### config.mk
export PLATFORM = sky130hd
export DESIGN_NAME = lcd_spi_seq
export DESIGN_NICKNAME = d
export VERILOG_FILES = /design/src/rtl/lcd_spi_seq.sv
export SDC_FILE = /design/constraint.sdc
export NUM_CORES = 1
export LEC_CHECK = 0
export BUFFER_PORTS_ARGS = -buffer_cell sky130_fd_sc_hd__buf_2
export CORE_MARGIN = 4
export CORE_UTILIZATION = 50
export CTS_CLUSTER_DIAMETER = 60
export DETAILED_ROUTE_END_ITERATION = 10
export PLACE_DENSITY = 0.69
export SLEW_MARGIN = 20
export SYNTH_ARGS = -nofsm -noshare
export SYNTH_HDL_FRONTEND = slang
export SYNTH_SLANG_ARGS = --single-unit
### constraint.sdc
create_clock -name clk_sys_i -period 3.8 [get_ports clk_sys_i]
set_clock_uncertainty 0.1 [all_clocks]
set_input_delay 0 -clock clk_sys_i [delete_from_list [all_inputs] [get_ports clk_sys_i]]
set_output_delay 0 -clock clk_sys_i [all_outputs]
set_load 0.02 [all_outputs]
### src/rtl/lcd_spi_seq.sv
// Sonata LCD sequencer and mode-0 SPI master: power-on reset, byte framing, timed delays.
// Optional LCD_SPI_SEQ_BYTE_COUNT_EN adds a 16-bit count of completed bytes (byte_count_o).
module lcd_spi_seq #(
  parameter int unsigned ClkDivHalf       = 2,
  parameter int unsigned DelayUnit        = 50000,
  parameter int unsigned RstPulseCycles   = 500,
  parameter int unsigned RstRecoverCycles = 6000000
) (
  input  logic        clk_sys_i,
  input  logic        rst_sys_ni,
  input  logic        req_valid_i,
  output logic        req_ready_o,
  input  logic [1:0]  req_op_i,
  input  logic [7:0]  req_data_i,
  input  logic        req_last_i,
  output logic        busy_o,
  output logic        lcd_rst_o,
  output logic        lcd_cs_o,
  output logic        lcd_dc_o,
  output logic        lcd_clk_o,
  output logic        lcd_copi_o
`ifdef LCD_SPI_SEQ_BYTE_COUNT_EN
  ,
  output logic [15:0] byte_count_o
`endif
);

  localparam int unsigned CntW = 40;

  typedef enum logic [2:0] {
    RST_LOW,
    RST_WAIT,
    IDLE,
    SHIFT,
    DELAY
  } state_e;

  state_e            state_q, state_d;
  logic [CntW-1:0]   cnt_q, cnt_d;
  logic [3:0]        half_q, half_d;
  logic [7:0]        sr_q, sr_d;
  logic              last_q, last_d;
  logic              rst_q, rst_d;
  logic              cs_q, cs_d;
  logic              dc_q, dc_d;
  logic              sck_q, sck_d;
  logic              copi_q, copi_d;
  logic [CntW-1:0]   delay_prod;
  logic [CntW-1:0]   delay_load;
`ifdef LCD_SPI_SEQ_BYTE_COUNT_EN
  logic [15:0]       bcnt_q, bcnt_d;
`endif

  // 8-bit count times a 32-bit unit always fits in 40 bits; zero still costs one cycle.
  assign delay_prod = CntW'(req_data_i) * CntW'(DelayUnit);
  assign delay_load = (delay_prod == '0) ? CntW'(1) : delay_prod;

  always_ff @(posedge clk_sys_i) begin
    if (!rst_sys_ni) begin
      state_q <= RST_LOW;
      cnt_q   <= '0;
      half_q  <= '0;
      sr_q    <= '0;
      last_q  <= 1'b0;
      rst_q   <= 1'b0;
      cs_q    <= 1'b1;
      dc_q    <= 1'b0;
      sck_q   <= 1'b0;
      copi_q  <= 1'b0;
`ifdef LCD_SPI_SEQ_BYTE_COUNT_EN
      bcnt_q  <= '0;
`endif
    end else begin
      state_q <= state_d;
      cnt_q   <= cnt_d;
      half_q  <= half_d;
      sr_q    <= sr_d;
      last_q  <= last_d;
      rst_q   <= rst_d;
      cs_q    <= cs_d;
      dc_q    <= dc_d;
      sck_q   <= sck_d;
      copi_q  <= copi_d;
`ifdef LCD_SPI_SEQ_BYTE_COUNT_EN
      bcnt_q  <= bcnt_d;
`endif
    end
  end

  always_comb begin
    state_d = state_q;
    cnt_d   = cnt_q;
    half_d  = half_q;
    sr_d    = sr_q;
    last_d  = last_q;
    rst_d   = rst_q;
    cs_d    = cs_q;
    dc_d    = dc_q;
    sck_d   = sck_q;
    copi_d  = copi_q;
`ifdef LCD_SPI_SEQ_BYTE_COUNT_EN
    bcnt_d  = bcnt_q;
`endif
    unique case (state_q)
      RST_LOW: begin
        rst_d = 1'b0;
        if (cnt_q == CntW'(RstPulseCycles - 1)) begin
          state_d = RST_WAIT;
          cnt_d   = '0;
          rst_d   = 1'b1;
        end else begin
          cnt_d = cnt_q + CntW'(1);
        end
      end
      RST_WAIT: begin
        if (cnt_q == CntW'(RstRecoverCycles - 1)) begin
          state_d = IDLE;
          cnt_d   = '0;
        end else begin
          cnt_d = cnt_q + CntW'(1);
        end
      end
      IDLE: begin
        if (req_valid_i) begin
          if (!req_op_i[1]) begin
            state_d = SHIFT;
            cnt_d   = '0;
            half_d  = '0;
            sr_d    = req_data_i;
            last_d  = req_last_i;
            cs_d    = 1'b0;
            dc_d    = req_op_i[0];
            copi_d  = req_data_i[7];
            sck_d   = 1'b0;
          end else if (!req_op_i[0]) begin
            state_d = DELAY;
            cnt_d   = delay_load;
          end else begin
            state_d = RST_LOW;
            cnt_d   = '0;
            cs_d    = 1'b1;
            rst_d   = 1'b0;
          end
        end
      end
      SHIFT: begin
        // cnt_q divides the system clock; half_q counts completed SCK half-periods.
        if (cnt_q == CntW'(ClkDivHalf - 1)) begin
          cnt_d  = '0;
          half_d = half_q + 4'd1;
          if (!half_q[0]) begin
            sck_d = 1'b1;
          end else begin
            sck_d = 1'b0;
            if (half_q == 4'd15) begin
              state_d = IDLE;
              cs_d    = last_q;
`ifdef LCD_SPI_SEQ_BYTE_COUNT_EN
              bcnt_d  = bcnt_q + 16'd1;
`endif
            end else begin
              copi_d = sr_q[6];
              sr_d   = {sr_q[6:0], 1'b0};
            end
          end
        end else begin
          cnt_d = cnt_q + CntW'(1);
        end
      end
      DELAY: begin
        if (cnt_q == CntW'(1)) begin
          state_d = IDLE;
          cnt_d   = '0;
        end else begin
          cnt_d = cnt_q - CntW'(1);
        end
      end
      default: begin
        state_d = RST_LOW;
        cnt_d   = '0;
      end
    endcase
  end

  always_comb begin
    req_ready_o = (state_q == IDLE);
    busy_o      = (state_q != IDLE);
    lcd_rst_o   = rst_q;
    lcd_cs_o    = cs_q;
    lcd_dc_o    = dc_q;
    lcd_clk_o   = sck_q;
    lcd_copi_o  = copi_q;
`ifdef LCD_SPI_SEQ_BYTE_COUNT_EN
    byte_count_o = bcnt_q;
`endif
  end

endmodule
==> Word-level counts from Yosys, hierarchy flattened <==
Index checks and enable logic that the tools add are counted.
{ "word_totals": {"reg_bits": 60, "input_bits": 14, "wordCells": 98} }
{ "classes": {"eq_ne": 21, "multipliers": 1, "n_reduce_logical": 10, "mux": 52, "bitwise_logic": 1, "addsub": 3} }
{ "ops": {"columns": ["operator", "count"], "rows": [
  ["two-way mux 40 bit", 5],
  ["one-hot mux 40 bit (5 select lines)", 1],
  ["two-way mux 24 bit", 3],
  ["adder 40 x 1 -> 40 bit, second input constant", 1],
  ["== test 40 x 1 -> 1 bit, second input constant", 1],
  ["== test 40 x 23 -> 1 bit, second input constant", 1],
  ["== test 40 x 9 -> 1 bit, second input constant", 1],
  ["zero test 40 bit", 1],
  ["subtractor 40 x 1 -> 40 bit, second input constant", 1],
  ["two-way mux 7 bit", 5],
  ["two-way mux 3 bit", 9],
  ["multiplier 8 x 12 -> 20 bit, second input constant", 1],
  ["two-way mux 1 bit", 19],
  ["!= test 2 bit, second input constant", 9],
  ["one-hot mux 3 bit (5 select lines)", 1],
  ["one-hot mux 7 bit (2 select lines)", 1],
  ["two-way mux 4 bit", 3],
  ["AND reduction 6 bit", 2],
  ["one-hot mux 1 bit (2 select lines)", 4],
  ["one-hot mux 4 bit (2 select lines)", 1],
  ["AND reduction 4 bit", 2],
  ["AND reduction 7 bit", 1],
  ["== test 3 x 2 -> 1 bit, second input constant", 2],
  ["adder 4 x 1 -> 4 bit, second input constant", 1],
  ["10 further kinds", 12]
]} }

==> Logic depth before layout (Yosys ltp) <==
{ "logic_depth": {"ltp_word": 7, "depth_mapped": 17, "ltp_nobuf": 17} }

==> Worst setup path before layout <==
OpenSTA, ideal clock, no wires.
{ "synth_timing": {"kind": "input port to flip-flop", "from": "input port req_data_i[3]", "to": "register cnt_q[5]", "t_arrival_ns": 3.892, "n_path_buf": 0, "required_ns": 3.554, "path_slack_ns": -0.338, "cell_stages": 15, "cell_sequence": "ha_1 -> inv_1 -> fa_1 -> fa_1 -> inv_1 -> ha_1 -> ha_1 -> a21o_1 -> a21oi_1 -> a21oi_1 -> o41ai_1 -> xnor2_1 -> or3_1 -> nor4_1 -> o221ai_1"} }
{ "synth_between": {"elab_chain_len": 7} }
{ "synth_rtl": {"columns": ["item", "line", "source"], "rows": [
  ["start: declaration", "14", "input logic [7:0] req_data_i,"],
  ["multiplier 8 x 12 -> 20 bit", "55", "assign delay_prod = CntW'(req_data_i) * CntW'(DelayUnit);"],
  ["zero test 40 bit", "56", "assign delay_load = (delay_prod == '0) ? CntW'(1) : delay_prod;"],
  ["two-way mux 24 bit", "56", null],
  ["two-way mux 24 bit", "135", "end else if (!req_op_i[0]) begin"],
  ["two-way mux 24 bit", "125", "if (!req_op_i[1]) begin"],
  ["two-way mux 40 bit", "124", "if (req_valid_i) begin"],
  ["one-hot mux 40 bit (5 select lines)", "104", "unique case (state_q)"],
  ["end signal: assignment", "75", "cnt_q <= cnt_d;"],
  ["end: declaration", "39", "logic [CntW-1:0] cnt_q, cnt_d;"]
]} }
Every way passes these cells. The select of a mux whose other input is x is not followed.
A chain may end at the register's enable or synchronous reset.

==> Worst setup path after layout <==
{ "layout_timing": {"from": "input port req_data_i[4]", "to": "register cnt_q[5]"} }
The elaborated chain is that of the path after synthesis.

==> key figures <==
Worst setup path
  – CP max-delay cell: fa_2
  – Buf/Inv on CP: 4
  – R2R cell count: 10
  – Crit. path cell count: 17
  – CP delay by family, top: adder cells
  – CP cell instances: buf_4 > ha_4 > inv_1 > fa_2 > fa_1 > inv_2 > ha_4 > ha_4 > a21o_1 > a21oi_2 > a21oi_2 > o41ai_4 > mux2i_1 > o31ai_2 > nor4_2 > buf_4 > o221ai_2
  – CP max stage delay: 0.57 ns
  – CP endpoint kind: flip-flop
  – Most Frequent Cell on Critical Path: ha_4
  – Critical Path Source Type: primary input
  – Max FO, Critical Path: 4
  – Crit Path Category: in2reg
  – Worst EP required: 3.90 ns
  – Crit path DAT: 3.74 ns

GRT
  – Largest net degree at the start of global routing: 44
  – Vias in the first global route: 6249
  – Grt ovf: 0
  – GRT Total Usage: 0.262
  – Initial antenna violation count: 0
  – First-pass GRT wire length: a little over 30000 µm

Synth
  – Synthesis-stage register bit count: 59
  – Sequential area share after synthesis: 0.190
  – Mapped Cells: 851
  – Largest family of logic cells by synthesized area: simple AND/OR/NAND/NOR gates
  – Ys async rst share: 0
  – Xor/xnor cell area share of the yosys netlist: 0.0437
  – Most used DFF post-synth: dfxtp_1
  – Post-Synth Simple-Gate Area: 0.285
  – Post-synth EDFFs: 0
  – Adder-cell share of the synthesized area: 0.155
  – Mapped Avg Cell Area: 7.30 µm²
  – Synth unique cells: 81
  – Synth Warn #: 0
  – Synth Area in Compound Gates: 0.243
  – Mux cell area share after synthesis: 0.00483
  – Synth Net Count: 935
  – Mapped Area: 0.00622 mm²

STA
  – Slew Viols, Final: 0
  – Setup violators final: 0
  – Final period util: 0.960
  – Slew @ Worst Pin: 0.827 ns
  – Setup_tns: 0 ns
  – Max Clock Freq: 274 MHz
  – RSZ-0062 raised after global routing: no
  – Min Tclk post-route: 3.65 ns
  – Final Hold Fails: 0
  – Max-slew headroom: 0.449

Min path
  – Worst hold path class: in2reg
  – WHS Path Cells: 2

Finish
  – Commonest non-fill, non-tap cells in the layout: nor2_1 (92), nand2_1 (87), buf_4 (67)
  – Share of post-route cells with drive strength above 1: 0.175
  – Ant diodes: 0
  – Layout Cells excl Fill: around 1.1k
  – Final nets: between 900 and 1k
  – Area growth syn-to-layout: 18.3%
  – Leading cell type in the layout, fill and taps excluded: nor2_1

Floorplan
  – Placement Rows: 40
  – Starting density of the core: 0.513
  – Core box area: ~0.012 mm²
  – Die H: around 120 µm
  – Io pins: 21
  – Die X: between 100 and 150 µm
  – Die ar.: 0.0143 mm²

Clock tree
  – CTS buffer count: 9
  – CTS sink count: 59
  – Clock insertion delay at the later pin of the skew report: between 0.3 and 0.4 ns
  – Worst-path clk slew: 0.05 ns
  – Htree depth: 3
  – CTS tree: yes
  – Root buf cell: clkbuf_16
  – Clock Path Buffers: 2

Power and ir drop
  – PwrDens: 388 mW/mm²
  – Power Total: 2.85 mW
  – Worst IR Drop VDD: 0.193 mV
  – Lkg Pwr: just over 3 nW

Place
  – Port bufs: 20
  – DP Cell Count: 1042
  – HPWL after detailed placement: between 10000 and 15000 µm
  – Final RePlAce weighted congestion: ~0.96

Status
  – Run status: complete, no violations

Drt
  – Routed wire length: 19400 µm
  – Wire length per cell: 18.2 µm
  – Via density: 6.39
  – DRC violations left: 0
  – Initial DRT Pass Iterations: 9
  – Vias: 6794
  – 1st-iter DRT viols: 764
  – Routed Antenna Nets: 0

Flow run
  – Max_cap viols: 0
## worst reg2reg max path, cell delays in order (launching register included)
cell and delay, ns:
dfxtp_1 0.38, or4_4 0.56, or2_4 0.28, nor4_4 0.30, buf_4 0.24, o22ai_2 0.11, o21bai_2 0.16, buf_4 0.18
nand2_4 0.29, a221o_1 0.41, and3_1 0.16
## Yosys cell counts (all sizes together), types with 5 or more instances
cell / n / area share
buf: 17 / 0.020
nand3: 47 / 0.040
clkbuf: 45 / 0.027
o22ai: 14 / 0.015
nand2b: 9 / 0.0091
nor3: 30 / 0.025
a221oi: 7 / 0.011
nand4: 19 / 0.020
nand2: 88 / 0.054
a211oi: 14 / 0.017
o21ai: 30 / 0.024
o21a: 5 / 0.0062
inv: 51 / 0.031
a222oi: 10 / 0.016
or4: 6 / 0.0079
fa: 12 / 0.039
and3: 12 / 0.012
xnor2: 15 / 0.021
a21o: 6 / 0.0072
o211ai: 5 / 0.0060
or3: 8 / 0.0081
and2: 8 / 0.0081
xor2: 16 / 0.023
a311oi: 8 / 0.011
a31oi: 21 / 0.021
dfxtp: 59 / 0.19
a21oi: 58 / 0.047
nor2: 93 / 0.057
ha: 58 / 0.12
o31ai: 7 / 0.0093
nor4: 16 / 0.021
## cell families (layout without fill, tap and decap cells)
kind of cell / after synthesis / in the layout
flops: 59 / 59
simple gates: 354 / 354
mux: 3 / 3
buf+inv: 114 / 158
xor+xnor: 31 / 31
fa+ha+maj: 70 / 70
compound gates: 220 / 220
## power by group
group	internal [mW]	total (mW)	switching (mW)
registers	0.626	0.644	0.0175
clock network	0.524	0.833	0.310
logic	0.643	1.37	0.731
total	1.79	2.85	1.06
## registers in the layout, summed over array words and instances, names as in the netlist
signal and count:
cnt_q 40, sr_q 7, half_q 3, state_q 3, last_q 1, lcd_clk_o 1
lcd_copi_o 1, lcd_cs_o 1, lcd_dc_o 1, lcd_rst_o 1
## worst paths after layout
path	slack, ns	end	from
worst min-delay path	0.02	lcd_cs_o	rst_sys_ni
worst max-delay path	0.15	cnt_q[5]	req_data_i[4]
worst min register to register	0.38	sr_q[5]	sr_q[4]
worst max register to register	0.52	cnt_q[30]	cnt_q[26]
## per-stage QoR
step	hold WS (ns)	instance area, µm²	worst slack (ns)	utilization
after detailed placement	0.200	6780	-0.333	0.560
after global placement	0.137	6780	-0.223	0.560
final	0.0214	7350	0.154	0.607
after CTS	0.00392	7140	0.0152	0.589
after floorplan	0.0439	6270	0.0581	-
after global routing	0.0423	7350	0.00685	0.607
## area by class of cell
cell class,instances,area (µm²)
Clock buffer,10,239
Clock inverter,6,65.1
Fill cell,1095,4760
Inverter,52,195
Multi-Input combinational cell,678,4820
Sequential cell,59,1180
Tap cell,168,210
Timing Repair Buffer,90,639
## per-layer routing
metal | wire [µm] | vias up | track usage
met5 | 0 | - | 0
met4 | 388 | 0 | 0.0909
met3 | 1770 | 55 | 0.0584
met2 | 8720 | 322 | 0.401
met1 | 8470 | 3209 | 0.363
li1 | - | 3208 | -
## timing repair
item	in CTS	in global routing
pin swaps	1	22
buffers inserted	0	2
hold buffers	3	0
endpoints found under the setup margin	1	4
gates resized for setup	3	35
endpoints found under the hold margin	4	0
Power figures use the tool's default switching activity.
